`src/rtl/mem_write_monitor.sv`:
```
// mem_write_monitor: in-order checker for processor data-memory stores.
// Expected (addr, data, last) entries are pushed into a small FIFO. In RUN,
// each committed store is compared against the FIFO head. The run ends in
// PASS or FAIL (mismatch, unexpected store or timeout), and the offending
// store is captured.
// Optional feature: define MWMON_IGNORE_EN to skip stores to IGNORE_ADDR
// while in RUN.
module mem_write_monitor #(
  parameter int ADDR_W      = 32,
  parameter int DATA_W      = 32,
  parameter int DEPTH       = 8,
  parameter int TIMEOUT     = 1000,
  parameter int IGNORE_ADDR = 80,
  parameter int CNT_W       = 16
) (
  input  logic              clk,
  input  logic              reset,
  input  logic              clear,
  input  logic              start,
  input  logic              exp_valid,
  output logic              exp_ready,
  input  logic [ADDR_W-1:0] exp_addr,
  input  logic [DATA_W-1:0] exp_data,
  input  logic              exp_last,
  input  logic              memwrite,
  input  logic [ADDR_W-1:0] dataadr,
  input  logic [DATA_W-1:0] writedata,
  output logic              done,
  output logic              pass,
  output logic [1:0]        fail_code,
  output logic [CNT_W-1:0]  match_cnt,
  output logic [ADDR_W-1:0] err_addr,
  output logic [DATA_W-1:0] err_data
);
  localparam int PW = $clog2(DEPTH);
  localparam int TW = (TIMEOUT > 0) ? $clog2(TIMEOUT + 1) : 1;

  typedef enum logic [1:0] {IDLE, RUN, PASS, FAIL} state_t;

  state_t            state, state_nx;
  logic [1:0]        code_nx;
  logic              err_cap;

  logic [ADDR_W-1:0] q_addr [DEPTH];
  logic [DATA_W-1:0] q_data [DEPTH];
  logic [DEPTH-1:0]  q_last;
  logic [PW:0]       wr_ptr, rd_ptr;
  logic [PW-1:0]     head;
  logic              full, empty, push, pop;
  logic              skip, store, hit, timeout_hit;
  logic [TW-1:0]     tcnt;

`ifdef MWMON_IGNORE_EN
  assign skip = (dataadr == ADDR_W'(IGNORE_ADDR));
`else
  // Feature compiled out: the compare is kept only so the parameter is referenced.
  assign skip = 1'b0 & (dataadr == ADDR_W'(IGNORE_ADDR));
`endif

  // Extra pointer bit separates full from empty when the indices coincide.
  assign head      = rd_ptr[PW-1:0];
  assign empty     = (wr_ptr == rd_ptr);
  assign full      = (wr_ptr[PW-1:0] == rd_ptr[PW-1:0]) && (wr_ptr[PW] != rd_ptr[PW]);
  assign exp_ready = !full;

  assign store = (state == RUN) && memwrite && !skip;
  assign hit   = !empty && (q_addr[head] == dataadr) && (q_data[head] == writedata);
  assign pop   = !clear && store && hit;
  assign push  = !clear && exp_valid && !full && (state == IDLE || state == RUN);

  // Expiry fires on the edge at which the counter would reach TIMEOUT.
  assign timeout_hit = (TIMEOUT != 0) && (tcnt == TW'(TIMEOUT - 1));

  assign done = (state == PASS) || (state == FAIL);
  assign pass = (state == PASS);

  // State register.
  always_ff @(posedge clk or posedge reset)
    if (reset) state <= IDLE;
    else       state <= state_nx;

  // Next state, fail code and error-capture decision. A store outcome takes
  // precedence over a timeout expiring in the same cycle.
  always_comb begin
    state_nx = state;
    code_nx  = fail_code;
    err_cap  = 1'b0;
    if (clear) begin
      state_nx = IDLE;
      code_nx  = 2'd0;
    end else begin
      case (state)
        IDLE: if (start) state_nx = RUN;
        RUN: begin
          if (store) begin
            if (empty) begin
              state_nx = FAIL; code_nx = 2'd2; err_cap = 1'b1;
            end else if (!hit) begin
              state_nx = FAIL; code_nx = 2'd1; err_cap = 1'b1;
            end else if (q_last[head]) begin
              state_nx = PASS;
            end
          end else if (timeout_hit) begin
            state_nx = FAIL; code_nx = 2'd3;
          end
        end
        default: ;
      endcase
    end
  end

  // FIFO storage; the pointers alone track occupancy, so no reset is needed.
  always_ff @(posedge clk)
    if (push) begin
      q_addr[wr_ptr[PW-1:0]] <= exp_addr;
      q_data[wr_ptr[PW-1:0]] <= exp_data;
      q_last[wr_ptr[PW-1:0]] <= exp_last;
    end

  // FIFO pointers; clear flushes the queue.
  always_ff @(posedge clk or posedge reset)
    if (reset) begin
      wr_ptr <= '0;
      rd_ptr <= '0;
    end else if (clear) begin
      wr_ptr <= '0;
      rd_ptr <= '0;
    end else begin
      if (push) wr_ptr <= wr_ptr + 1'b1;
      if (pop)  rd_ptr <= rd_ptr + 1'b1;
    end

  // Idle-cycle counter: runs only in RUN and restarts on every matched store.
  always_ff @(posedge clk or posedge reset)
    if (reset)                                                 tcnt <= '0;
    else if (clear || state != RUN || pop || TIMEOUT == 0)     tcnt <= '0;
    else                                                       tcnt <= tcnt + 1'b1;

  // Status: fail code, saturating match count, and the captured store.
  always_ff @(posedge clk or posedge reset)
    if (reset) begin
      fail_code <= '0;
      match_cnt <= '0;
      err_addr  <= '0;
      err_data  <= '0;
    end else begin
      fail_code <= code_nx;
      if (clear || (state == IDLE && start)) match_cnt <= '0;
      else if (pop && match_cnt != '1)       match_cnt <= match_cnt + 1'b1;
      if (clear) begin
        err_addr <= '0;
        err_data <= '0;
      end else if (err_cap) begin
        err_addr <= dataadr;
        err_data <= writedata;
      end
    end
endmodule

```
`config.mk`:
```
export PLATFORM = sky130hd
export DESIGN_NAME = mem_write_monitor
export DESIGN_NICKNAME = d
export VERILOG_FILES = /design/src/rtl/mem_write_monitor.sv
export SDC_FILE = /design/constraint.sdc
export NUM_CORES = 1
export LEC_CHECK = 0
export CAP_MARGIN = 20
export CORE_ASPECT_RATIO = 1.5
export CORE_MARGIN = 10
export CORE_UTILIZATION = 55
export CTS_CLUSTER_DIAMETER = 50
export CTS_CLUSTER_SIZE = 28
export DETAILED_ROUTE_END_ITERATION = 8
export GPL_TIMING_DRIVEN = 0
export PLACE_DENSITY = 0.76
export REMOVE_ABC_BUFFERS = 1
export SLEW_MARGIN = 30
export SYNTH_ARGS = -nofsm -noshare
export SYNTH_HDL_FRONTEND = slang
export SYNTH_SLANG_ARGS = --single-unit
```
`constraint.sdc`:
```
create_clock -name clk -period 14.9 [get_ports clk]
set_clock_uncertainty 0.1 [all_clocks]
set_input_delay 2.98 -clock clk [delete_from_list [all_inputs] [get_ports clk]]
set_output_delay 2.98 -clock clk [all_outputs]
set_load 0.005 [all_outputs]
```
==> results.md, run 1 <==
- Status: finished, final reports clean
- Hold_ws: about 0.39 ns
- Worst IR drop on VDD: around 110 uV
- Area Overhead vs Synth: 19.8%
- Top cell type's share of synthesized area: roughly three fifths
- Mapped Area: approximately 0.026 sq mm
- Non-Filler Instances: around 2,400
- Number of global-route vias before repair: roughly 15,000
- Clock transition at path regs: 0.09 ns
- Dpl cell area: between 0.02 and 0.03 sq mm
- DR DRC count: 0
- CTS Sinks: about 620
- Num CTS Buffers: 36
- Element type at the critical path start: primary input
- Power density cells: 106 mW/mm^2
- H-tree Lvls: 2
- Final hold violations: 0
- Worst-margin pin slew: between 0.9 and 1 ns
- CTS tree: yes
- Starting Density: between 50 and 60%
- CP Class: primary input to register
- Ys async rst share: between 15 and 20%
- Gr ovfl total: 0
- Share of layout cells above drive strength 1: 13.8%
- Post-Syn Instances: 1,536
- Final Util: between 60 and 70%
- Post-synth EDFFs: 520
- Clock buffer depth: 3
- GRT Total Usage: 22.8%
- Ranking of synthesized cells by area: edfxtp_1 (61%), dfrtp_1 (10%), mux4_2 (6.9%)
- Clock root cell: clkbuf_16
- Later-pin clock latency in the skew report: approximately 0.57 ns
- Routed len/inst: around 27 um
- IO Port Bufs: around 220
- Die area: 0.0557 sq mm
- Fin crit period: around 6.1 ns
- Fmax achieved: between 150 and 200 MHz
- Drt total wl: between 60 and 70 mm
- Die height: 284 um
- Worst Hold Class: register to register
- Yosys synthesis warning count: 0
- CP Max Fanout: 8
- Antenna violations before repair: 11
- Post-CTS setup buffers: 0
- Most used DFF post-synth: edfxtp_1
- Yosys cell types: 64
- #FFs+latches synth: roughly 620
- I/O Pins: 220
- Max Cap Viol: 0
- GP Congestion: a little under 0.8
- Via count: approximately 15,000
- CP endpoint kind: register
- Starting DRT DRC Count: about 1,400
- Fin nets: 1,911
- Slew Limit Fails: 0
- P_leak: a little over 10 nW
- Slew headroom: around 39%
- Die W: just under 200 um
- DR vias/cell: approximately 6.3
- Final instance area: 0.0307 sq mm
- CTS Hold Buffers Added: 0
- Register area share after synthesis: slightly above 70%
- R2R setup slack: between 9 and 10 ns
- Final cycle utilization of the critical path: ~41%
- Rows: between 90 and 100
- Leading cell types by count after synthesis: edfxtp_1 (520), mux2i_1 (141), dfrtp_1 (102)
- Dpl hpwl: 45.2 mm
- Placed Instances: 2,322
- Worst EP arrival: 6.52 ns
- Largest net degree at the start of global routing: 85
- RSZ-0062 raised after global routing: false
- Fill cell count: 3,048
- Most numerous cell in the Yosys netlist: edfxtp_1
- Largest area contributor in the netlist: edfxtp_1
- Routed Antenna Nets: 0
- Core area: approximately 0.046 sq mm
- First drt pass iteration count: 5
- Resized cells post-CTS: 0
- First-pass GRT wire length: between 90 and 100 mm
- CP required: 15.29 ns
- Syn avg cell area: between 15 and 20 sq um
- Setup violators final: 0
critical path, stage by stage:
cell and delay, ns:
clkdlybuf4s50_1 0.55, xor2_1 0.50, nand4_1 0.38, nor4_1 0.59, nand4_1 0.57, buf_6 0.33, buf_8 0.16, nor2_1 0.25
a31o_2 0.22
kinds of logic (layout without fill, tap and decap cells):
family                   count (synthesis)  in the layout  share of synthesized area [%]
AO/OA/AOI/OAI                          234            234                           5.55
other                                    0              6                              0
flip-flops                             622            622                           71.0
XOR/XNOR                                60             60                           2.05
multiplexers                           228            228                           13.0
buffers and inverters                   97            359                           2.05
AND/OR/NAND/NOR                        291            291                           6.19
adder cells (fa/ha/maj)                  4              4                          0.196
placed cells by master, fill, tap and decap left out, types with 7 or more instances in the layout:
| master | count |
|---|---|
| buf_4 | 20 |
| buf_6 | 9 |
| or3_1 | 12 |
| nand2_1 | 46 |
| mux2i_1 | 141 |
| nor3_1 | 10 |
| clkbuf_16 | 37 |
| nand2b_1 | 7 |
| nor4_1 | 10 |
| xor2_1 | 29 |
| a22oi_1 | 36 |
| nor2_1 | 33 |
| mux4_2 | 78 |
| a22o_1 | 7 |
| nor2_4 | 8 |
| clkdlybuf4s50_1 | 218 |
| buf_16 | 31 |
| nand4_1 | 18 |
| and3_1 | 16 |
| dfrtp_1 | 99 |
| buf_12 | 7 |
| nand3_1 | 81 |
| xnor2_1 | 31 |
| nor2b_1 | 7 |
| a21oi_1 | 80 |
| edfxtp_1 | 520 |
| o21ai_0 | 70 |
state kept, by name, indices dropped and copies added, names as in the netlist:
name,count
fail_code,2
q_last,8
err_addr,32
match_cnt,16
q_addr,256
q_data,256
state,2
rd_ptr,4
wr_ptr,4
err_data,32
tcnt,10
final cells by class:
cell class,instances,area [sq um],share of cell area [%]
inverters,6,30.0,0.0979
diodes,6,15.0,0.0490
clock buffers,39,933,3.04
flip-flops and latches,622,18200,59.3
well taps,588,736,2.40
multi-input cells,817,6990,22.8
clock inverters,25,290,0.947
repair buffers,289,3490,11.4
metrics by stage:
step,total power [W],setup TNS [ns],worst slack [ns]
global placement,0.00215,-383.90,-3.02
global route,0.00334,0,8.75
floorplan,0.00203,0,4.05
detailed placement,0.00217,0,8.42
CTS,0.00326,0,8.99
finish,0.00324,0,8.77
final timing paths:
| path | startpoint | endpoint | cells after the start |
|---|---|---|---|
| setup reg to reg | rd_ptr[0] | rd_ptr[2] | 12 |
| setup / recovery | dataadr[25] | rd_ptr[2] | 9 |
| hold reg to reg | tcnt[0] | tcnt[0] | 1 |
| min in group asynchronous | reset | err_addr[8] | 2 |
| hold / removal | tcnt[0] | tcnt[0] | 1 |
| max in group asynchronous | reset | rd_ptr[2] | 3 |
power breakdown:
part | leakage [nW] | total, W | internal, W | switching [W]
logic | 3.44 | 0.000210 | 0.0000925 | 0.000117
registers | 6.10 | 0.00192 | 0.00191 | 0.0000102
clock network | 0.603 | 0.00111 | 0.000520 | 0.000594
layer usage:
metal	vias up	part of all wire (%)	track usage, %	wire length, um
li1	6557	-	-	-
met1	7729	39	29.1	25300
met2	640	51	38.4	33100
met3	103	6.8	4.16	4400
met4	10	2.6	7.83	1680
met5	-	0.11	0	68
(Power assumes the default switching activity.)
==> inputs of run 2 (changes only) <==
--- a/config.mk
+++ b/config.mk
@@ -8,7 +8,7 @@
 export CAP_MARGIN = 20
 export CORE_ASPECT_RATIO = 1.5
 export CORE_MARGIN = 10
-export CORE_UTILIZATION = 55
+export CORE_UTILIZATION = 52
 export CTS_CLUSTER_DIAMETER = 50
 export CTS_CLUSTER_SIZE = 28
 export DETAILED_ROUTE_END_ITERATION = 8
==> constraint.sdc (replaced) <==
create_clock -name clk -period 5.5 [get_ports clk]
set_clock_uncertainty 0.1 [all_clocks]
set_input_delay 1.1 -clock clk [delete_from_list [all_inputs] [get_ports clk]]
set_output_delay 1.1 -clock clk [all_outputs]
set_load 0.005 [all_outputs]
==> run 2 against run 1 <==
Largest power group unchanged; highest routed layer unchanged; non-clock buffer count grew 1; critical path depth rose by 4; total power rose to 2.8 times the previous value.
==> results.md, run 2 (same netlist as run 1, synthesis figures left out) <==
- R2R setup slack: 0.61 ns (was 9.55 ns)
- Slew headroom: 44.5% (was 39.4%)
- IO Port Bufs: 219 (unchanged)
- Area Overhead vs Synth: 20.9% (was 19.8%)
- R2r worst-path depth: 13 (was 12)
- Largest net degree at the start of global routing: 70 (was 85)
- CTS Hold Buffers Added: 0 (unchanged)
- Power density cells: 290 mW/mm^2 (was 106 mW/mm^2)
- CP endpoint kind: register (unchanged)
- Num CTS Buffers: 40 (was 36)
- Crit-path slowest cell: dfrtp_4 (was nor4_1)
- First drt pass iteration count: 5 (unchanged)
- DR vias/cell: 6.01 (was 6.29)
- Die height: 292 um (was 284 um)
- Resized cells post-CTS: 0 (unchanged)
- Worst IR drop on VDD: 249 uV (was 114 uV)
- CTS Sinks: 622 (unchanged)
- Slew Limit Fails: 0 (unchanged)
- Commonest non-fill, non-tap cell in the layout: edfxtp_1 (unchanged)
- Drt total wl: 64.4 mm (was 64.5 mm)
- Fin crit period: 4.89 ns
- Rows: 99 (was 96)
- Fin nets: 1,916 (was 1,911)
- Setup violators final: 0 (unchanged)
- Placed Instances: 2,391 (was 2,322)
- Via count: 14,800 (was 15,000)
- CP Class: register to register (was primary input to register)
- Worst-margin pin slew: 0.833 ns (was 0.909 ns)
- Routed len/inst: 26.1 um (was 27.0 um)
- P_leak: 10.2 nW (was 10.1 nW)
- Share of layout cells above drive strength 1: 14.3% (was 13.8%)
- CTS tree: yes (unchanged)
- H-tree Lvls: 2 (unchanged)
- Clock buffer depth: 3 (unchanged)
- Max Cap Viol: 0 (unchanged)
- Worst r2r src: rd_ptr[1] (was rd_ptr[0])
- Post-CTS setup buffers: 0 (unchanged)
- Element type at the critical path start: register (was primary input)
- CP peak stage delay: 0.90 ns (was 0.59 ns)
- CP Max Fanout: 41 (was 8)
- Starting Density: 52.6% (was 55.8%)
- First-pass GRT wire length: 96.2 mm (was 96.8 mm)
- Non-Filler Instances: 2,470 (was 2,392)
- Most frequent cells in the layout: edfxtp_1 (520), clkdlybuf4s50_1 (218), mux2i_1 (141), dfrtp_1 (99), nand3_1 (81) (unchanged)
- Clock root cell: clkbuf_16 (unchanged)
- GRT Total Usage: 21.6% (was 22.8%)
- DR DRC count: 0 (unchanged)
- WP buf/inv: 4 (was 3)
- Number of global-route vias before repair: 15,200 (was 15,300)
- Fin Setup TNS: 0 ns (unchanged)
- Hold Path End: tcnt[0] (unchanged)
- GP Congestion: 0.771 (was 0.794)
- Die area: 0.0587 sq mm (was 0.0557 sq mm)
- Final hold violations: 0 (unchanged)
- Gr ovfl total: 0 (unchanged)
- Antenna violations before repair: 10 (was 11)
- Final cycle utilization of the critical path: slightly below 90%
- Critical path cell sequence: buf_12, buf_16, mux4_2, mux2i_1, a2bb2oi_1, o211ai_1, nand4b_1, nor4_1, nand4_1, buf_6, buf_4, nand3_1, a21oi_1 (was clkdlybuf4s50_1, xor2_1, nand4_1, nor4_1, nand4_1, buf_6, buf_8, nor2_1, a31o_2)
- I/O Pins: 220 (unchanged)
- Dpl hpwl: 44.8 mm (was 45.2 mm)
- Die W: 201 um (was 196 um)
- CP delay by family, top: simple AND/OR/NAND/NOR gates (unchanged)
- Routed Antenna Nets: 0 (unchanged)
- Worst EP arrival: 5.21 ns (was 6.52 ns)
- WHS Path Cells: 1 (unchanged)
- Core area: 0.0487 sq mm (was 0.0459 sq mm)
- CP required: 5.82 ns (was 15.29 ns)
- Status: finished, final reports clean (unchanged)
- Hold_ws: 0.397 ns (was 0.391 ns)
- Starting DRT DRC Count: 1,145 (was 1,377)
- RSZ-0062 raised after global routing: false (unchanged)
- R2R Path End: err_addr[4] (was rd_ptr[2])
- Fmax achieved: slightly above 200 MHz
- Hold Crit Start: tcnt[0] (unchanged)
- Clock transition at path regs: 0.08 ns (was 0.09 ns)
- Later-pin clock latency in the skew report: 0.59 ns (was 0.57 ns)
- Worst Hold Class: register to register (unchanged)
run 2: changes by cell type in the layout (fill, tap and decap cells not counted), sizes merged:
cell,change
clkbuf,+3
buf,+1
inv,+1
clkinvlp,+4
clkinv,+1
run 2: final cells by class:
class	count	area, sq um
flip-flops and latches	622	18200
clock inverters	31	352
fillers	3351	17800
clock buffers	42	1010
inverters	6	30.0
multi-input cells	817	6990
repair buffers	290	3520
diodes	6	15.0
well taps	656	821
run 2: through the flow:
stage / instance area, sq um / total power [W] / util, % / setup WS [ns]
after floorplan: 25100 / 0.00551 / - / -5.35
after global placement: 28100 / 0.00583 / 57.7 / -12.29
after detailed placement: 29500 / 0.00587 / 60.7 / 0.572
after CTS: 30900 / 0.00901 / 63.5 / 0.535
after global routing: 30900 / 0.00923 / 63.5 / 0.264
final: 30900 / 0.00896 / 63.5 / 0.614
run 2: worst register-to-register path, cell delays in order, from the launching register on:
cell       delay, ns
dfrtp_4         0.90
buf_12          0.32
buf_16          0.27
mux4_2          0.35
mux2i_1         0.47
a2bb2oi_1       0.20
o211ai_1        0.11
nand4b_1        0.21
nor4_1          0.52
nand4_1         0.53
buf_6           0.32
buf_4           0.20
nand3_1         0.16
a21oi_1         0.08
run 2: power breakdown:
group | leakage, nW | switching (W) | internal [W]
sequential | 6.10 | 0.0000267 | 0.00517
combinational | 3.46 | 0.000314 | 0.000250
clock | 0.652 | 0.00168 | 0.00152
run 2: worst max-delay path by stage:
stage / start / end / slack, ns / cells past startpoint
finish: rd_ptr[1] / err_addr[4] / 0.61 / 13
global route: rd_ptr[1] / err_addr[4] / 0.26 / 13
CTS: rd_ptr[1] / err_addr[4] / 0.53 / 13
detailed placement: rd_ptr[1] / err_addr[4] / 0.57 / 13
global placement: rd_ptr[1] / q_addr[1][14] / -12.29 / 6
floorplan: rd_ptr[1] / q_addr[0][0] / -5.35 / 6
run 2: metal layers:
layer / vias up / routed length [um] / global-route usage, %
met5: - / 54 / 0
met3: 93 / 3850 / 3.66
met2: 494 / 33900 / 38.3
met4: 10 / 1710 / 7.13
li1: 6559 / - / -
met1: 7683 / 24900 / 26.4
==> inputs of run 3 (changes only) <==
--- a/config.mk
+++ b/config.mk
@@ -12,7 +12,6 @@
 export CTS_CLUSTER_DIAMETER = 50
 export CTS_CLUSTER_SIZE = 28
 export DETAILED_ROUTE_END_ITERATION = 8
-export GPL_TIMING_DRIVEN = 0
 export PLACE_DENSITY = 0.76
 export REMOVE_ABC_BUFFERS = 1
 export SLEW_MARGIN = 30
==> run 3 against run 2 <==
Cell count is 1.4% lower; register-to-register slack improved by 0.13 ns; clock power is 5% lower; routed wire length is 1.2% higher; count of clock-buffer cells in the layout shrank 4; utilization decreased by 2.1 points; via count increased by 0.96%; combinational power shrank 3%.
==> results.md, run 3 (same netlist as run 1, synthesis figures left out) <==
- R2R setup slack: 0.74 ns (was 0.61 ns)
- Fin nets: 1,887 (was 1,916)
- Fin crit period: 4.76 ns (was 4.89 ns)
- CTS Hold Buffers Added: 0 (unchanged)
- Worst IR drop on VDD: 235 uV (was 249 uV)
- Die area: 0.0587 sq mm (unchanged)
- CP peak stage delay: 0.81 ns (was 0.90 ns)
- Power density cells: 294 mW/mm^2 (was 290 mW/mm^2)
- Max Cap Viol: 0 (unchanged)
- Non-Filler Instances: 2,436 (was 2,470)
- CP delay by family, top: simple AND/OR/NAND/NOR gates (unchanged)
- Die height: 292 um (unchanged)
- Drt total wl: 65.2 mm (was 64.4 mm)
- DR DRC count: 0 (unchanged)
- DR vias/cell: 6.15 (was 6.01)
- Starting DRT DRC Count: 1,288 (was 1,145)
- Routed len/inst: 26.8 um (was 26.1 um)
- Final hold violations: 0 (unchanged)
- Critical path cell sequence: buf_12, mux4_2, mux2i_1, a2bb2oi_1, o211ai_1, nand4b_1, nor4_1, and4_2, buf_12, a311oi_1, a31o_2 (was buf_12, buf_16, mux4_2, mux2i_1, a2bb2oi_1, o211ai_1, nand4b_1, nor4_1, nand4_1, buf_6, buf_4, nand3_1, a21oi_1)
- First-pass GRT wire length: 97.6 mm (was 96.2 mm)
- Number of global-route vias before repair: 15,400 (was 15,200)
- Final Util: 61.4% (was 63.5%)
- CP Max Fanout: 69 (was 41)
- Num CTS Buffers: 36 (was 40)
- CTS Sinks: 622 (unchanged)
- P_leak: 9.80 nW (was 10.2 nW)
- Area Overhead vs Synth: 16.9% (was 20.9%)
- Gr ovfl total: 0 (unchanged)
- CP Class: register to register (unchanged)
- CTS tree: yes (unchanged)
- Clock root cell: clkbuf_16 (unchanged)
- Worst-margin pin slew: 0.973 ns (was 0.833 ns)
- CP required: 5.85 ns (was 5.82 ns)
- Status: finished, final reports clean (unchanged)
- Dpl hpwl: 43.4 mm (was 44.8 mm)
- Clock transition at path regs: 0.09 ns (was 0.08 ns)
- Placed Instances: 2,366 (was 2,391)
- RSZ-0062 raised after global routing: false (unchanged)
- First drt pass iteration count: 6 (was 5)
- Final instance area: 0.0299 sq mm (was 0.0309 sq mm)
- Starting Density: 52.6% (unchanged)
- CP endpoint kind: register (unchanged)
- Hold_ws: 0.394 ns (was 0.397 ns)
- Via count: 15,000 (was 14,800)
- Post-CTS setup buffers: 0 (unchanged)
- Die W: 201 um (unchanged)
- Fmax achieved: 210 MHz (was 205 MHz)
- Most frequent cells in the layout: edfxtp_1 (520), clkdlybuf4s50_1 (218), mux2i_1 (141), dfrtp_1 (99), nand3_1 (81) (unchanged)
- Later-pin clock latency in the skew report: 0.57 ns (was 0.59 ns)
- Fin Setup TNS: 0 ns (unchanged)
- H-tree Lvls: 2 (unchanged)
- Resized cells post-CTS: 0 (unchanged)
- Largest net degree at the start of global routing: 74 (was 70)
- Commonest non-fill, non-tap cell in the layout: edfxtp_1 (unchanged)
- GP Congestion: 0.858 (was 0.771)
- Top cell by count, worst path: buf_12
- Worst EP arrival: 5.11 ns (was 5.21 ns)
- Slew headroom: 35.0% (was 44.5%)
- Clock buffer depth: 3 (unchanged)
- Rows: 99 (unchanged)
- Setup violators final: 0 (unchanged)
- Antenna violations before repair: 6 (was 10)
- IO Port Bufs: 219 (unchanged)
- Worst Hold Class: register to register (unchanged)
- Share of layout cells above drive strength 1: 12.6% (was 14.3%)
- WP buf/inv: 2 (was 4)
- Dpl cell area: 0.0286 sq mm (was 0.0295 sq mm)
- GRT Total Usage: 21.9% (was 21.6%)
- Element type at the critical path start: register (unchanged)
- I/O Pins: 220 (unchanged)
- Core area: 0.0487 sq mm (unchanged)
- Crit-path slowest cell: dfrtp_4 (unchanged)
- Final cycle utilization of the critical path: 86.5% (was 88.8%)
- Slew Limit Fails: 0 (unchanged)
- Routed Antenna Nets: 0 (unchanged)
## run 3: cell count changes in the layout (fill, tap and decap cells not counted), moves of 2 or more
cell        delta
nor2b_4        -2
buf_12         +5
buf_8          -2
buf_16        -36
buf_4         +11
clkbuf_16      -3
clkinvlp_4     -3
inv_12         +3
buf_6          -3
inv_8          -2
inv_16         -2
## run 3: worst paths after layout
path | cells after the start | from | endpoint
max in group asynchronous | 3 | reset | err_data[19]
setup / recovery | 11 | rd_ptr[0] | rd_ptr[2]
min in group asynchronous | 2 | reset | err_addr[27]
hold reg to reg | 1 | tcnt[0] | tcnt[0]
setup reg to reg | 11 | rd_ptr[0] | rd_ptr[2]
hold / removal | 1 | tcnt[0] | tcnt[0]
## run 3: report_power, final
| part | internal (W) | leakage [nW] | switching (W) |
|---|---|---|---|
| Sequential | 0.00518 | 6.10 | 0.0000272 |
| Combinational | 0.000230 | 3.10 | 0.000318 |
| Clock | 0.00141 | 0.606 | 0.00163 |
| Total | 0.00682 | 9.80 | 0.00198 |
## run 3: layout make-up
class                   instances  area, sq um
clock buffers                  38          930
well taps                     656          821
diodes                          5         12.5
inverters                       6         25.0
clock inverters                27          320
fillers                      3522        18800
multi-input cells             817         6960
flip-flops and latches        622        18200
repair buffers                265         2650
## run 3: metrics by stage
step	setup WS, ns	power, W
floorplan	-5.35	0.00551
global placement	0.763	0.00583
detailed placement	0.737	0.00585
CTS	0.713	0.00883
global route	0.469	0.00905
finish	0.741	0.00879
## run 3: metal layers
layer  global-route usage [%]  wire length (um)
met3                     3.51              4610
met5                        0                13
met1                     25.9             24200
met4                     7.41              1890
met2                     39.7             34500
